$ cat config.mk
export PLATFORM = sky130hd
export DESIGN_NAME = regfile_2w2r_sb
export DESIGN_NICKNAME = d
export VERILOG_FILES = /design/src/rtl/regfile_2w2r_sb.sv
export SDC_FILE = /design/constraint.sdc
export NUM_CORES = 2
export LEC_CHECK = 0
export BUFFER_PORTS_ARGS = -buffer_cell sky130_fd_sc_hd__buf_2
export CAP_MARGIN = 15
export CELL_PAD_IN_SITES_DETAIL_PLACEMENT = 1
export CELL_PAD_IN_SITES_GLOBAL_PLACEMENT = 1
export CORE_AREA = 2 2 372 374
export CTS_CLUSTER_DIAMETER = 60
export DETAILED_ROUTE_END_ITERATION = 8
export DIE_AREA = 0 0 374 376
export PLACE_DENSITY_LB_ADDON = 0.08
export SLEW_MARGIN = 15
export SYNTH_ARGS = -nofsm -noshare
export SYNTH_HDL_FRONTEND = slang
export SYNTH_SLANG_ARGS = --single-unit
$ cat constraint.sdc
create_clock -name clk -period 6.7 [get_ports clk]
set_clock_uncertainty 0.2 [all_clocks]
set_input_delay 0.67 -clock clk [delete_from_list [all_inputs] [get_ports clk]]
set_output_delay 0.67 -clock clk [all_outputs]
set_load 0.03 [all_outputs]
$ cat src/rtl/regfile_2w2r_sb.sv
// Two-write / two-read register file with per-byte write enables, optional
// same-cycle forwarding and a per-entry busy scoreboard with a registered population count.
module regfile_2w2r_sb #(
  parameter int DATA_W   = 32,
  parameter int ADDR_W   = 5,
  parameter int ZERO_REG = 1,
  parameter int BYPASS   = 1
) (
  input  logic                clk,
  input  logic                rst_n,
  input  logic                RegWrite0,
  input  logic                RegWrite1,
  input  logic [ADDR_W-1:0]   WriteReg0,
  input  logic [ADDR_W-1:0]   WriteReg1,
  input  logic [DATA_W-1:0]   WriteData0,
  input  logic [DATA_W-1:0]   WriteData1,
  input  logic [DATA_W/8-1:0] ByteEn0,
  input  logic [DATA_W/8-1:0] ByteEn1,
  input  logic [ADDR_W-1:0]   ReadReg1,
  input  logic [ADDR_W-1:0]   ReadReg2,
  output logic [DATA_W-1:0]   ReadData1,
  output logic [DATA_W-1:0]   ReadData2,
  input  logic                IssueValid,
  input  logic [ADDR_W-1:0]   IssueReg,
  output logic                ReadBusy1,
  output logic                ReadBusy2,
  output logic [ADDR_W:0]     BusyCount
);
  localparam int DEPTH = 2**ADDR_W;
  localparam int LANES = DATA_W/8;

  logic [DATA_W-1:0]           memReg [DEPTH];
  logic [DEPTH-1:0]            busyReg;
  logic [DEPTH-1:0]            busyNext;
  logic [ADDR_W:0]             busyCountReg;
  logic [ADDR_W:0]             busyCountNext;
  logic [LANES-1:0]            laneEn0;
  logic [LANES-1:0]            laneEn1;
  logic                        clr0;
  logic                        clr1;
  logic                        issueOk;
  logic [1:0][ADDR_W-1:0]      rdAddr;
  logic [1:0][DATA_W-1:0]      rdData;
  logic [1:0]                  rdBusy;

  function automatic logic isZeroReg(input logic [ADDR_W-1:0] a);
    return (ZERO_REG != 0) && (a == '0);
  endfunction

  // Writes and issues are masked during reset and for the hardwired zero entry,
  // so neither storage nor the forwarding paths ever see them.
  assign laneEn0 = (rst_n && RegWrite0 && !isZeroReg(WriteReg0)) ? ByteEn0 : '0;
  assign laneEn1 = (rst_n && RegWrite1 && !isZeroReg(WriteReg1)) ? ByteEn1 : '0;
  assign clr0    = |laneEn0;
  assign clr1    = |laneEn1;
  assign issueOk = rst_n && IssueValid && !isZeroReg(IssueReg);

  // Issue is applied last so it wins over a clearing write to the same entry.
  always_comb begin
    busyNext = busyReg;
    if (clr0)    busyNext[WriteReg0] = 1'b0;
    if (clr1)    busyNext[WriteReg1] = 1'b0;
    if (issueOk) busyNext[IssueReg]  = 1'b1;
  end

  always_comb begin
    busyCountNext = '0;
    for (int i = 0; i < DEPTH; i++)
      busyCountNext = busyCountNext + {{ADDR_W{1'b0}}, busyNext[i]};
  end

  // Port 1 lanes are assigned after port 0, so port 1 wins shared lanes.
  always_ff @(posedge clk or negedge rst_n) begin
    if (!rst_n) begin
      for (int i = 0; i < DEPTH; i++) memReg[i] <= '0;
      busyReg      <= '0;
      busyCountReg <= '0;
    end else begin
      for (int b = 0; b < LANES; b++) begin
        if (laneEn0[b]) memReg[WriteReg0][b*8 +: 8] <= WriteData0[b*8 +: 8];
        if (laneEn1[b]) memReg[WriteReg1][b*8 +: 8] <= WriteData1[b*8 +: 8];
      end
      busyReg      <= busyNext;
      busyCountReg <= busyCountNext;
    end
  end

  assign rdAddr[0] = ReadReg1;
  assign rdAddr[1] = ReadReg2;

  generate
    for (genvar gi = 0; gi < 2; gi++) begin : gRead
      logic [DATA_W-1:0] stored;
      logic              fwdClr;

      assign stored = memReg[rdAddr[gi]];
      assign fwdClr = (BYPASS != 0) &&
                      ((clr0 && (WriteReg0 == rdAddr[gi])) ||
                       (clr1 && (WriteReg1 == rdAddr[gi])));
      assign rdBusy[gi] = busyReg[rdAddr[gi]] && !fwdClr;

      for (genvar gl = 0; gl < LANES; gl++) begin : gLane
        logic hit0;
        logic hit1;
        assign hit0 = (BYPASS != 0) && laneEn0[gl] && (WriteReg0 == rdAddr[gi]);
        assign hit1 = (BYPASS != 0) && laneEn1[gl] && (WriteReg1 == rdAddr[gi]);
        assign rdData[gi][gl*8 +: 8] = hit1 ? WriteData1[gl*8 +: 8] :
                                       hit0 ? WriteData0[gl*8 +: 8] :
                                              stored[gl*8 +: 8];
      end
    end
  endgenerate

  assign ReadData1 = rdData[0];
  assign ReadData2 = rdData[1];
  assign ReadBusy1 = rdBusy[0];
  assign ReadBusy2 = rdBusy[1];
  assign BusyCount = busyCountReg;

endmodule

Word level (Yosys, flattened, before mapping)
Index checks and enable logic that the tools add are counted.
{"block": "classes", "n_reduce_logical": 45, "n_addsub": 31, "n_eq_ne": 4, "n_mux": 69, "magnitude_cmp": 14, "shifts": 0, "n_mul": 0, "bitwise_logic": 9, "n_div": 0}
{"op": "1024-bit bitwise mux", "count": 8}
{"op": "1024-bit 2-to-1 mux", "count": 8}
{"op": "32-bit demux with 5-bit select", "count": 8}
{"op": "32-bit binary-select mux with 5-bit select", "count": 2}
{"op": "32-bit 2-to-1 mux", "count": 9}
{"op": "6-bit by 1-bit adder with 6-bit output", "count": 26}
{"op": "8-bit 2-to-1 mux", "count": 18}
{"op": "32-bit bitwise AND", "count": 2}
{"op": "32-bit NOT", "count": 2}
{"op": "24-bit 2-to-1 mux", "count": 2}
{"op": "1-bit logical AND", "count": 33}
{"op": "16-bit 2-to-1 mux", "count": 2}
{"op": "32-bit bitwise OR", "count": 1}
{"op": "5-bit by 6-bit less-than comparator with 1-bit output, second input constant", "count": 5}
{"op": "6-bit >= comparator, second input constant", "count": 4}
{"op": "5-bit NOT with 6-bit output", "count": 4}
{"op": "5-bit equality test", "count": 4}
{"op": "1-bit demux with 5-bit select", "count": 3}
{"op": "5-bit by 1-bit >= comparator with 1-bit output, second input constant", "count": 3}
{"op": "5-bit zero test", "count": 3}
{"op": "6-bit by 1-bit less-than comparator with 1-bit output, second input constant", "count": 2}
{"op": "1-bit binary-select mux with 5-bit select", "count": 2}
{"op": "4-bit 2-to-1 mux", "count": 2}
{"op": "4-bit OR reduction", "count": 2}
{"op": "other kinds (8)", "count": 17}
{"block": "totals", "reg_bits": 1062, "output_inout_bits": 72, "latch_bits": 0, "mem_count": 0, "ramBits": 0, "inputBits": 102, "word_cells": 206, "romBits": 0}

Logic depth before layout (Yosys ltp)
{"block": "depth", "depth_word": 42, "depth_mapped": 26, "mapped_depth_nobuf": 22}

Least setup slack after synthesis
OpenSTA, ideal clock, no wires.
{"block": "synth_path", "path_kind": "in2reg", "startpoint": "input port WriteReg1[2]", "endpoint": "register busyCountReg[4] (netlist: BusyCount[4])", "arrival_time_ns": 6.142, "setup_ns": 0.123, "path_slack_ns": 0.235, "path_buffers": 4, "t_required_ns": 6.377, "path_stages": 25, "cell_sequence": "buf_4 -> or3_1 -> buf_4 -> o21ai_4 -> nor2_1 -> buf_2 -> buf_1 -> nand2_1 -> o211ai_1 -> o21ai_0 -> fa_1 -> inv_1 -> fa_1 -> fa_1 -> fa_1 -> fa_1 -> fa_1 -> inv_1 -> ha_1 -> inv_1 -> fa_1 -> inv_1 -> a21o_1 -> a21oi_1 -> xnor2_1"}
{"block": "synth_via", "word_cells_on_any_way": 46, "cone_classes": "31 x add/sub; 2 x order compare; 5 x mux; 3 x bitwise; 5 x reduce/logical"}
{"item": "start, declared", "line": "14", "text": "input logic [ADDR_W-1:0] WriteReg1,"}
{"item": "5-bit by 6-bit less-than comparator with 1-bit output (implied by the code) / 5-bit by 1-bit >= comparator with 1-bit output (equally long branches)", "line": "62", "text": "if (clr1) busyNext[WriteReg1] = 1'b0;"}
{"item": "1-bit logical AND (implied by the code)", "line": "62"}
{"item": "1-bit 2-to-1 mux (implied by the code)", "line": "62"}
{"item": "1-bit demux with 5-bit select", "line": "62"}
{"item": "32-bit NOT (no source line)"}
{"item": "32-bit bitwise AND (no source line)"}
{"item": "32-bit 2-to-1 mux (*)", "line": "62"}
{"item": "32-bit bitwise OR (no source line)"}
{"item": "32-bit 2-to-1 mux (*)", "line": "63", "text": "if (issueOk) busyNext[IssueReg] = 1'b1;"}
{"item": "named net busyNext[19]", "line": "34", "text": "logic [DEPTH-1:0] busyNext;"}
{"item": "6-bit by 1-bit adder with 6-bit output (*) (13 in series)", "line": "69", "text": "busyCountNext = busyCountNext + {{ADDR_W{1'b0}}, busyNext[i]};"}
{"item": "named net busyCountNext[4]", "line": "36", "text": "logic [ADDR_W:0] busyCountNext;"}
{"item": "end signal, assigned", "line": "84", "text": "busyCountReg <= busyCountNext;"}
{"item": "end, declared", "line": "35", "text": "logic [ADDR_W:0] busyCountReg;"}
Mark *: on every way through the listed nets, which the timed path passes. The rest lies on a longest branch.

Worst setup path in the final report
{"block": "layout_path", "startpoint": "input port rst_n", "endpoint": "register busyCountReg[4] (netlist: BusyCount[4])"}
{"block": "layout_via", "word_cells_on_any_way": 46, "cone_classes": "31 x add/sub; 5 x mux; 2 x bitwise; 8 x reduce/logical"}
{"item": "start, declared", "line": "10", "text": "input logic rst_n,"}
{"item": "1-bit logical AND (2 in series)", "line": "52", "text": "assign laneEn0 = (rst_n && RegWrite0 && !isZeroReg(WriteReg0)) ? ByteEn0 : '0;"}
{"item": "4-bit 2-to-1 mux", "line": "52"}
{"item": "4-bit OR reduction", "line": "54", "text": "assign clr0 = |laneEn0;"}
{"item": "32-bit 2-to-1 mux", "line": "61", "text": "if (clr0) busyNext[WriteReg0] = 1'b0;"}
{"item": "32-bit bitwise AND (no source line)"}
{"item": "32-bit 2-to-1 mux", "line": "62"}
{"item": "32-bit bitwise OR (no source line)"}
{"item": "32-bit 2-to-1 mux (*)", "line": "63"}
{"item": "named net busyNext[21]", "line": "34"}
{"item": "6-bit by 1-bit adder with 6-bit output (*) (11 in series)", "line": "69"}
{"item": "named net busyCountNext[4]", "line": "36"}
Marked as above.

==> results.sh <==
export IMPL_outcome="complete, no violations"
export IMPL_ioPinCount=174
export IMPL_wire_per_inst_um=35.1
export IMPL_post_synth_cell_area_avg_um2=10.1
export IMPL_endpoint_kind="flip-flop"
export IMPL_fp_dieH_um=376
export IMPL_grt_pass1_vias=60500
export IMPL_critical_path_required_ns=7.16
export IMPL_timing_critical_path_cells="dlygate4sd3_1 > buf_8 > buf_12 > and2_1 > o21ai_4 > nor2_2 > buf_12 > a32oi_1 > a22o_1 > fa_1 > inv_1 > fa_1 > fa_1 > fa_1 > fa_1 > fa_1 > inv_1 > ha_1 > inv_1 > fa_1 > inv_1 > a21o_1 > a21oi_1 > xnor2_1"
export IMPL_cpPeakStageDelay_ns=0.60
export IMPL_worstSetupStartpoint="rst_n"
export IMPL_worstSetupPathType="in2reg"
export IMPL_final_instance_count_excl_fill=8589
export IMPL_post_route_period_util_pct=96.1
export IMPL_clock_latency_ns=0.78
export IMPL_grt_first_pass_wirelength_um=436000
export IMPL_leakagePower_nw=33.0
export IMPL_vdd_ir_drop_worst_mv=0.330
export IMPL_seqCellArea_um2=26600
export IMPL_rr_endpoint="BusyCount[4]"
export IMPL_floorplan_die_area_um2=141000
export IMPL_synthCells=6840
export IMPL_place_detailed_instances=8321
export IMPL_fp_dieW_um=374
export IMPL_ys_warnings_count=0
export IMPL_layout_min_cycle_time_ns=6.44
export IMPL_crit_top_cell="sky130_fd_sc_hd__fa_1"
export IMPL_worstHoldPathType="in2reg"
export IMPL_drt_pass1_iterations=8
export IMPL_tritoncts_num_buffers=140
export IMPL_grt_ovfl_total=0
export IMPL_initial_core_util_pct=50.7
export IMPL_seq_area_frac_synth_pct=38.3
export IMPL_multiInputGateArea_um2=39500
export IMPL_cts_setup_buffers=0
export IMPL_cp_start_kind="input pin"
export IMPL_max_freq_mhz=155
export IMPL_final_hpwl_dp_um=192000
export IMPL_number_of_buffers_added_on_ports=173
export IMPL_worst_path_max_fanout=29
export IMPL_timing_critical_path_arrival_ns=6.90
export IMPL_setup_viol=0
export IMPL_timing_final_max_slew_violations=0
export IMPL_core_area_um2=137000
export IMPL_asyncSetResetFlopFracSynth_pct=100
export IMPL_grt_max_degree=170
export IMPL_synthDistinctLibCells=66
export IMPL_drt_drc_violations_left=0
export IMPL_viasPerCell=7.01
export IMPL_power_density_cell_area_nw_per_um2=295
export IMPL_power_total_mw=22.4
export IMPL_critical_path_depth_in_cells=24
export IMPL_worstRegToRegCells=17
export IMPL_postRouteAntennaNets=0
export IMPL_cts_tree="built"
export IMPL_worstSetupEndpoint="BusyCount[4]"
export IMPL_number_of_filler_instances_in_the_final_layout=14700
export IMPL_synth_main_ff_cell="sky130_fd_sc_hd__dfrtp_1"
export IMPL_tritoncts_num_sinks=1062
export IMPL_timing_final_hold_violations=0
export IMPL_vias=60200
export IMPL_clock_path_buffers=3
export IMPL_antenna_found_initial=24
export IMPL_crit_family="adder cells"
export IMPL_number_of_enable_flip_flop_cells_after_synthesis=0
export IMPL_mappedNetlistNets=6973
export IMPL_relSlewSlack_pct=13.9
export IMPL_core_rowCount=136
export IMPL_synthesis_area_um2=69300
export IMPL_final_setup_tns_ns=0
export IMPL_yosys_register_bits=1062
export IMPL_place_congestion=1.04
export IMPL_grt_setup_unrepaired="false"
export IMPL_drt_first_iter_violations=6811
export IMPL_area_growth_pct=9.69
export IMPL_clockRootBuffer="sky130_fd_sc_hd__clkbuf_16"
export IMPL_worst_margin_pin_slew_ns=1.29
export IMPL_critPathSlowestCell="sky130_fd_sc_hd__fa_1"
export IMPL_hold_slack_ns=0.129
export IMPL_critical_path_reg2reg_startpoint="busyReg[19]"
export IMPL_cap_violations=0
export IMPL_num_nets_final=6805
export IMPL_worst_r2r_setup_slack_ns=1.42
export IMPL_final_layout_size_suffix_gt1_share_pct=17.4
export IMPL_timing_hold_worst_start="IssueReg[4]"
export IMPL_clk_pin_slew_worst_paths_ns=0.06
export IMPL_wl_um=302000
export IMPL_grt_total_usage_pct=42.5
export IMPL_clock_tree_htree_level_count=4
export IMPL_path_buf_inv=8
[routing by layer]
metal	track usage, %	up-vias	wire, um
met4	21.2	32	16400
met5	0.720	-	201
met3	13.1	823	32800
li1	-	24600	-
met2	61.9	3373	131000
met1	57.2	31400	121000
[metrics by stage]
| stage | area, um^2 | utilization, % | setup WS, ns |
|---|---|---|---|
| global route | 76000 | 55.6 | 0.0177 |
| global placement | 71100 | 52.0 | -0.0970 |
| CTS | 75900 | 55.6 | 0.129 |
| detailed placement | 71100 | 52.1 | -0.0652 |
| floorplan | 69300 | - | 0.235 |
| finish | 76000 | 55.7 | 0.263 |
[worst min path at each step]
stage	cells past startpoint	endpoint
6_report	3	busyReg[18]
3_5_place_dp	0	memReg[995]
5_1_grt	3	busyReg[18]
4_1_cts	3	busyReg[18]
2_1_floorplan	0	BusyCount[0]
3_3_place_gp	0	memReg[1016]
[worst register-to-register path, cell delays in order, from the launching register on]
cell and delay, ns:
sky130_fd_sc_hd__dfrtp_1 0.41, sky130_fd_sc_hd__o211ai_1 0.09, sky130_fd_sc_hd__o21ai_0 0.21, sky130_fd_sc_hd__fa_1 0.56, sky130_fd_sc_hd__inv_1 0.06, sky130_fd_sc_hd__fa_1 0.60
sky130_fd_sc_hd__fa_1 0.49, sky130_fd_sc_hd__fa_1 0.57, sky130_fd_sc_hd__fa_1 0.44, sky130_fd_sc_hd__fa_1 0.45, sky130_fd_sc_hd__inv_1 0.07, sky130_fd_sc_hd__ha_1 0.16
sky130_fd_sc_hd__inv_1 0.07, sky130_fd_sc_hd__fa_1 0.44, sky130_fd_sc_hd__inv_1 0.07, sky130_fd_sc_hd__a21o_1 0.10, sky130_fd_sc_hd__a21oi_1 0.07, sky130_fd_sc_hd__xnor2_1 0.13
[cell families after synthesis]
kind of cell / synth area share [%]
multiplexers: 32.2
adder cells (fa/ha/maj): 0.819
buffers and inverters: 4.90
AND/OR/NAND/NOR: 10.4
AO/OA/AOI/OAI: 13.1
flip-flops: 38.3
XOR/XNOR: 0.291
[cells in the final DEF, fill, tap and decap left out, types with 57 or more instances in the layout]
cell / instances
sky130_fd_sc_hd__mux2i_1: 1309
sky130_fd_sc_hd__buf_2: 163
sky130_fd_sc_hd__o21ai_0: 429
sky130_fd_sc_hd__nor2b_1: 67
sky130_fd_sc_hd__nor2_1: 786
sky130_fd_sc_hd__buf_4: 192
sky130_fd_sc_hd__nand2_1: 592
sky130_fd_sc_hd__a211oi_1: 116
sky130_fd_sc_hd__nor2_2: 95
sky130_fd_sc_hd__dfrtp_1: 1062
sky130_fd_sc_hd__a21oi_1: 661
sky130_fd_sc_hd__clkbuf_16: 149
sky130_fd_sc_hd__a221oi_1: 104
sky130_fd_sc_hd__inv_1: 57
sky130_fd_sc_hd__mux4_2: 408
[Yosys cell counts (all sizes together) (3+ instances only)]
| library cell | count | share of area, % |
|---|---|---|
| nor3 | 29 | 0.22 |
| a2111oi | 4 | 0.051 |
| and3 | 11 | 0.099 |
| o21ai | 444 | 3.2 |
| a221oi | 104 | 1.3 |
| and3b | 5 | 0.063 |
| xor2 | 8 | 0.10 |
| a221o | 28 | 0.40 |
| nor2b | 70 | 0.63 |
| nor2 | 885 | 5.1 |
| nand2 | 620 | 3.5 |
| dfrtp | 1062 | 38 |
| inv | 58 | 0.31 |
| o21a | 3 | 0.032 |
| a32o | 23 | 0.33 |
| a22o | 8 | 0.10 |
| a21oi | 661 | 4.8 |
| o22ai | 43 | 0.39 |
| a22oi | 36 | 0.39 |
| fa | 24 | 0.69 |
| and2 | 6 | 0.054 |
| xnor2 | 15 | 0.19 |
| o31ai | 32 | 0.35 |
| nand2b | 8 | 0.072 |
| mux2i | 1309 | 19 |
| nand3 | 39 | 0.28 |
| clkbuf | 356 | 1.9 |
| a211oi | 118 | 1.3 |
| a32oi | 4 | 0.051 |
| nor3b | 5 | 0.076 |
| o211ai | 10 | 0.14 |
| ha | 7 | 0.13 |
| or3 | 12 | 0.11 |
| nand3b | 6 | 0.065 |
| mux2 | 4 | 0.065 |
| or2 | 16 | 0.14 |
| a21o | 6 | 0.065 |
| buf | 335 | 2.6 |
| mux4 | 408 | 13 |
[state kept, by name, indices dropped and copies added, names as in the netlist]
name and flops:
busyReg 32, memReg 1024, BusyCount 6
[power by group]
part	internal, mW	switching (mW)
combinational	2.72	3.25
sequential	7.55	0.990
clock	4.76	3.16
[what timing repair did]
action                                  CTS  global route
endpoints found under the setup margin    0             4
hold buffers                              1             0
hold endpoints to repair                 51             0
resized for setup                         0             1
[area by class of cell]
type / instances / area share (%)
diodes: 16 / 0.0526
repair buffers: 381 / 3.57
multi-input cells: 5028 / 51.9
clock inverters: 48 / 0.808
clock buffers: 201 / 5.49
well taps: 1794 / 2.95
flip-flops and latches: 1062 / 34.9
inverters: 59 / 0.293
(Power assumes the default switching activity.)
